===== src/rtl/fetch_ctrl.sv =====
// Instruction-fetch sequencer: req/ack imem handshake, one-entry decode slot, redirect kill.
// Optional perf counters are built when FETCH_PERF_EN is defined.
module fetch_ctrl #(
  parameter int WIDTH     = 32,
  parameter int INSTR_W   = 32
`ifdef FETCH_PERF_EN
  ,
  parameter int CNT_WIDTH = 32
`endif
) (
  input  logic               clk,
  input  logic               rst,
  input  logic [WIDTH-1:0]   pc,
  input  logic               redirect,
  output logic               pc_en,
  output logic               imem_req,
  output logic [WIDTH-1:0]   imem_addr,
  input  logic               imem_ack,
  input  logic [INSTR_W-1:0] imem_rdata,
  output logic               if_valid,
  output logic [INSTR_W-1:0] if_instr,
  output logic [WIDTH-1:0]   if_pc,
  input  logic               id_ready,
  output logic               busy
`ifdef FETCH_PERF_EN
  ,
  output logic [CNT_WIDTH-1:0] perf_fetch_cnt,
  output logic [CNT_WIDTH-1:0] perf_kill_cnt
`endif
);

  typedef enum logic [1:0] {
    IDLE,
    FETCH,
    WAIT,
    KILL
  } state_e;

  localparam logic [INSTR_W-1:0] NOP = INSTR_W'(32'h0000_0013);

  state_e             state_q, state_d;
  logic [WIDTH-1:0]   addr_q, addr_d;
  logic               vld_q, vld_d;
  logic [INSTR_W-1:0] instr_q, instr_d;
  logic [WIDTH-1:0]   ipc_q, ipc_d;

  logic slot_free;
  logic deliver;
  logic drop;
  logic live;

  assign slot_free = !vld_q || id_ready;
  assign live      = (state_q != IDLE);

  always_comb begin
    state_d   = state_q;
    addr_d    = addr_q;
    imem_req  = 1'b0;
    imem_addr = addr_q;
    pc_en     = 1'b0;
    busy      = 1'b0;
    deliver   = 1'b0;
    drop      = 1'b0;
    unique case (state_q)
      IDLE: begin
        state_d = FETCH;
      end
      FETCH: begin
        imem_req  = slot_free;
        imem_addr = pc;
        if (redirect) begin
          pc_en = 1'b1;
          if (slot_free && imem_ack) begin
            drop = 1'b1;
          end else if (slot_free) begin
            addr_d  = pc;
            state_d = KILL;
          end
        end else if (slot_free) begin
          if (imem_ack) begin
            deliver = 1'b1;
            pc_en   = 1'b1;
          end else begin
            addr_d  = pc;
            state_d = WAIT;
          end
        end
      end
      WAIT: begin
        busy     = 1'b1;
        imem_req = 1'b1;
        if (redirect) begin
          pc_en = 1'b1;
          if (imem_ack) begin
            drop    = 1'b1;
            state_d = FETCH;
          end else begin
            state_d = KILL;
          end
        end else if (imem_ack) begin
          deliver = 1'b1;
          pc_en   = 1'b1;
          state_d = FETCH;
        end
      end
      KILL: begin
        busy     = 1'b1;
        imem_req = 1'b1;
        // a fresh redirect still moves the PC; the old request is dropped anyway
        if (redirect) begin
          pc_en = 1'b1;
        end
        if (imem_ack) begin
          drop    = 1'b1;
          state_d = FETCH;
        end
      end
      default: begin
        state_d = IDLE;
      end
    endcase
  end

  always_comb begin
    vld_d   = vld_q;
    instr_d = instr_q;
    ipc_d   = ipc_q;
    if (deliver) begin
      instr_d = imem_rdata;
      ipc_d   = imem_addr;
    end
    if (redirect && live) begin
      vld_d = 1'b0;
    end else if (deliver) begin
      vld_d = 1'b1;
    end else if (vld_q && id_ready) begin
      vld_d = 1'b0;
    end
  end

  always_ff @(posedge clk or posedge rst) begin
    if (rst) begin
      state_q <= IDLE;
      addr_q  <= '0;
      vld_q   <= 1'b0;
      instr_q <= NOP;
      ipc_q   <= '0;
    end else begin
      state_q <= state_d;
      addr_q  <= addr_d;
      vld_q   <= vld_d;
      instr_q <= instr_d;
      ipc_q   <= ipc_d;
    end
  end

  assign if_valid = vld_q;
  assign if_instr = instr_q;
  assign if_pc    = ipc_q;

`ifdef FETCH_PERF_EN
  logic [CNT_WIDTH-1:0] fcnt_q, fcnt_d;
  logic [CNT_WIDTH-1:0] kcnt_q, kcnt_d;

  always_comb begin
    fcnt_d = fcnt_q;
    kcnt_d = kcnt_q;
    if (deliver && !(&fcnt_q)) begin
      fcnt_d = fcnt_q + 1'b1;
    end
    if (drop && !(&kcnt_q)) begin
      kcnt_d = kcnt_q + 1'b1;
    end
  end

  always_ff @(posedge clk or posedge rst) begin
    if (rst) begin
      fcnt_q <= '0;
      kcnt_q <= '0;
    end else begin
      fcnt_q <= fcnt_d;
      kcnt_q <= kcnt_d;
    end
  end

  assign perf_fetch_cnt = fcnt_q;
  assign perf_kill_cnt  = kcnt_q;
`endif

endmodule


===== config.mk =====
export PLATFORM = sky130hd
export DESIGN_NAME = fetch_ctrl
export DESIGN_NICKNAME = d
export VERILOG_FILES = /design/src/rtl/fetch_ctrl.sv
export SDC_FILE = /design/constraint.sdc
export NUM_CORES = 1
export LEC_CHECK = 0
export CAP_MARGIN = 20
export CORE_ASPECT_RATIO = 1.1
export CORE_MARGIN = 10
export CORE_UTILIZATION = 30
export DETAILED_ROUTE_END_ITERATION = 10
export PLACE_DENSITY = 0.66
export SLEW_MARGIN = 40
export SYNTH_ARGS = -nofsm -noshare
export SYNTH_HDL_FRONTEND = slang
export SYNTH_SLANG_ARGS = --single-unit

===== constraint.sdc =====
create_clock -name clk -period 4 [get_ports clk]
set_input_delay 1.2 -clock clk [delete_from_list [all_inputs] [get_ports clk]]
set_output_delay 1.2 -clock clk [all_outputs]
set_load 0.03 [all_outputs]

==> summary.txt <==
RSZ-0062 raised after global routing - no
Clk buf depth - 2
Core Region - 13,900 um2
CP startpoint kind - primary input
Sw Share - 0.409
Run status - finished, final reports clean
Vert. Die Dim - 145 um
Vias in the first global route - 3,250
Clock Power Share - 0.146
Fin cells - 638
WL per Instance - 17.0 um
CTS tree - yes
CP Class - in2out
Clk pin slew, worst setup/hold paths - 0.06 ns
Pleak - 2.64 nW
TNS Setup - 0 ns
Total power - 6.34 mW
Post-Route WL - 10,900 um
Worst Slack Setup Final - 0.0720 ns
Tcrit/Tclk final - 0.982
H-tree depth - 3
Comb power frac - 0.578
Synthesized cell area - 4240 um2
Synth Area in Simple Gates - 0.0136
Clk_lat worst skew - 0.34 ns
VDD IR-drop max - 0.000400 V
Grt total ovfl - 0
Largest net degree at the start of global routing - 65
Sw power - 2.59 mW
Netlist cell types - 22
Layout area overhead - 52.4%
Final ANT Viol Nets - 0
Main combinational cell family by area after synthesis - multiplexers
Post-synthesis register bit count - 99
Crit-path max FO - 3
Synth Area in Adders - 0.0118
Post-synthesis mux area share - 0.340
Initial antenna violation count - 0
Setup violators final - 0
Critical Path RT - 2.80 ns
Slew headroom - 0.586
Sequential share of the synthesized area - 0.585
Die width - 133 um
Port bufs - 168
Die area - 19,300 um2
Final hold vios - 0
CTS sink cnt - 99
Fmax - 0.255 GHz
Root buffer cell - clkbuf_16
PD cells - 982 nW/um2
Slew @ Worst Pin - 0.621 ns
Layout cell share with drive strength beyond 1 - 0.240
Nets@finish - 518
GP Congestion - 0.743
Starting Density - 0.306
Skew final - 0.00535 ns
Maximum capacitance violations - 0
# Post-CTS Setup Buffers - 0
Mapped Cells - 272
Setup WS pre-CTS - 0.00177 ns
WHS - 0.482 ns
First-pass GRT wire length - 17,500 um
Avg Cell Area, Syn - 15.6 um2
Sequential fraction of design power - 0.276
Internal - 3.75 mW
Gr usage total - 0.114
Final Max Tran Viols - 0
Total CTS buffers - 9
First DRT Iteration DRCs - 81
Crit. End Element - output port
Final HPWL DP - 8120 um
I/O pin count - 169
Drt via density - 4.47
Post-Synthesis Net Count - 345
Via count - 2,853
Site row count - 45
CP arrival - 2.73 ns
Compound-Gate Fraction of Synth Area - 0.0177
Pre-antenna DRT Iters - 4
Yosys warnings - 0
Residual DRC - 0
Placed insts - 622
Hold Path Class - reg2reg
Xor/xnor cell area share of the yosys netlist - 0
Antenna cells - 0
Fin crit period - 3.93 ns
[per-layer routing]
layer | track usage | part of all wire | up-vias
li1 | - | - | 1316
met1 | 0.126 | 0.40 | 1432
met2 | 0.190 | 0.49 | 92
met3 | 0.0497 | 0.086 | 13
met4 | 0.0481 | 0.017 | 0
met5 | 0 | 0 | -
[power by group through the flow]
| stage | combinational (mW) | sequential (mW) | clock [mW] |
|---|---|---|---|
| 2_1_floorplan | 1.59 | 2.40 | 0 |
| 3_3_place_gp | 3.70 | 1.75 | 0 |
| 3_5_place_dp | 3.73 | 1.77 | 0 |
| 4_1_cts | 3.74 | 1.76 | 0.955 |
| 5_1_grt | 3.90 | 1.83 | 0.997 |
| 6_report | 3.67 | 1.75 | 0.924 |
[flip-flops by register name (all words and copies together), names as in the netlist]
register	cells
if_instr	32
if_valid	1
state_q	2
addr_q	32
if_pc	32
[cells in the mapped netlist (all sizes together)]
cell type    n  area share
a21oi        5      0.0059
dfrtp       96        0.57
o21a         1      0.0018
nor2b        1      0.0015
buf         14       0.027
dfstp        3       0.019
a2bb2oi      1      0.0021
a32oi        1      0.0021
nor3b        1      0.0030
nand2        2      0.0018
nand2b       1      0.0015
o211ai       1      0.0018
o31ai        1      0.0018
ha           4       0.012
inv          5      0.0044
nor2         4      0.0035
mux2       128        0.34
nor3         1      0.0024
o21ai        2      0.0024
[cells by family after synthesis]
family                     after synthesis
DFF                                     99
muxes                                  128
adders and majority gates                4
and+or+nand+nor                         10
AOI/OAI and AO/OA                       12
buffers and inverters                   19
[layout make-up]
class                      count  area [um2]
tap                          188         235
multi-input combinational    154        1640
timing repair buffer         176        1770
clock buffer                   9         225
inverter                       5        21.3
clock inverter                 7        92.6
sequential                    99        2480
fill                        1275        7390
[metrics by stage]
| stage | cell area, um2 | util |
|---|---|---|
| 3_5_place_dp | 6140 | 0.444 |
| 6_report | 6460 | 0.466 |
| 2_1_floorplan | 4240 | - |
| 3_3_place_gp | 6140 | 0.444 |
| 5_1_grt | 6460 | 0.466 |
| 4_1_cts | 6460 | 0.466 |
[worst max-delay path, stage by stage]
cell and delay (ns):
clkdlybuf4s50_1 0.48, nand2b_1 0.17, nand2_1 0.07, a21oi_1 0.12, clkdlybuf4s50_1 0.69
[path summary, 6_finish.rpt]
check	slack, ns	cells past startpoint	from	endpoint
worst min-delay path	0.48	1	if_pc[8]$_DFFE_PP0P_	if_pc[8]$_DFFE_PP0P_
worst min register to register	0.48	1	if_pc[8]$_DFFE_PP0P_	if_pc[8]$_DFFE_PP0P_
worst max register to register	1.58	7	state_q[1]$_DFFE_PP0P_	if_pc[4]$_DFFE_PP0P_
worst max-delay path	0.07	5	id_ready	imem_req
max in group asynchronous	2.19	3	rst	addr_q[24]$_DFFE_PP0P_
min in group asynchronous	1.38	3	rst	if_pc[8]$_DFFE_PP0P_
[repair_timing]
item,4_1_cts,5_1_grt
resized for setup,1,0
hold buffers,0,0
setup endpoints to repair,1,0
[placed cells by master, fill, tap and decap left out, types with 2 or more instances in the layout]
| master | netlist | layout |
|---|---|---|
| dfstp_2 | 3 | 3 |
| clkinvlp_4 | 0 | 3 |
| o21ai_0 | 2 | 2 |
| nand2_1 | 2 | 2 |
| bufinv_16 | 0 | 2 |
| inv_1 | 5 | 4 |
| mux2_2 | 77 | 77 |
| nor2_1 | 4 | 4 |
| buf_4 | 3 | 6 |
| ha_1 | 4 | 3 |
| dfrtp_1 | 96 | 96 |
| a21oi_1 | 5 | 5 |
| clkbuf_16 | 0 | 9 |
| clkdlybuf4s50_1 | 0 | 167 |
| buf_12 | 0 | 2 |
| mux2_1 | 51 | 51 |
| clkinv_2 | 0 | 2 |
No activity file was read; power rests on OpenSTA's default activity.
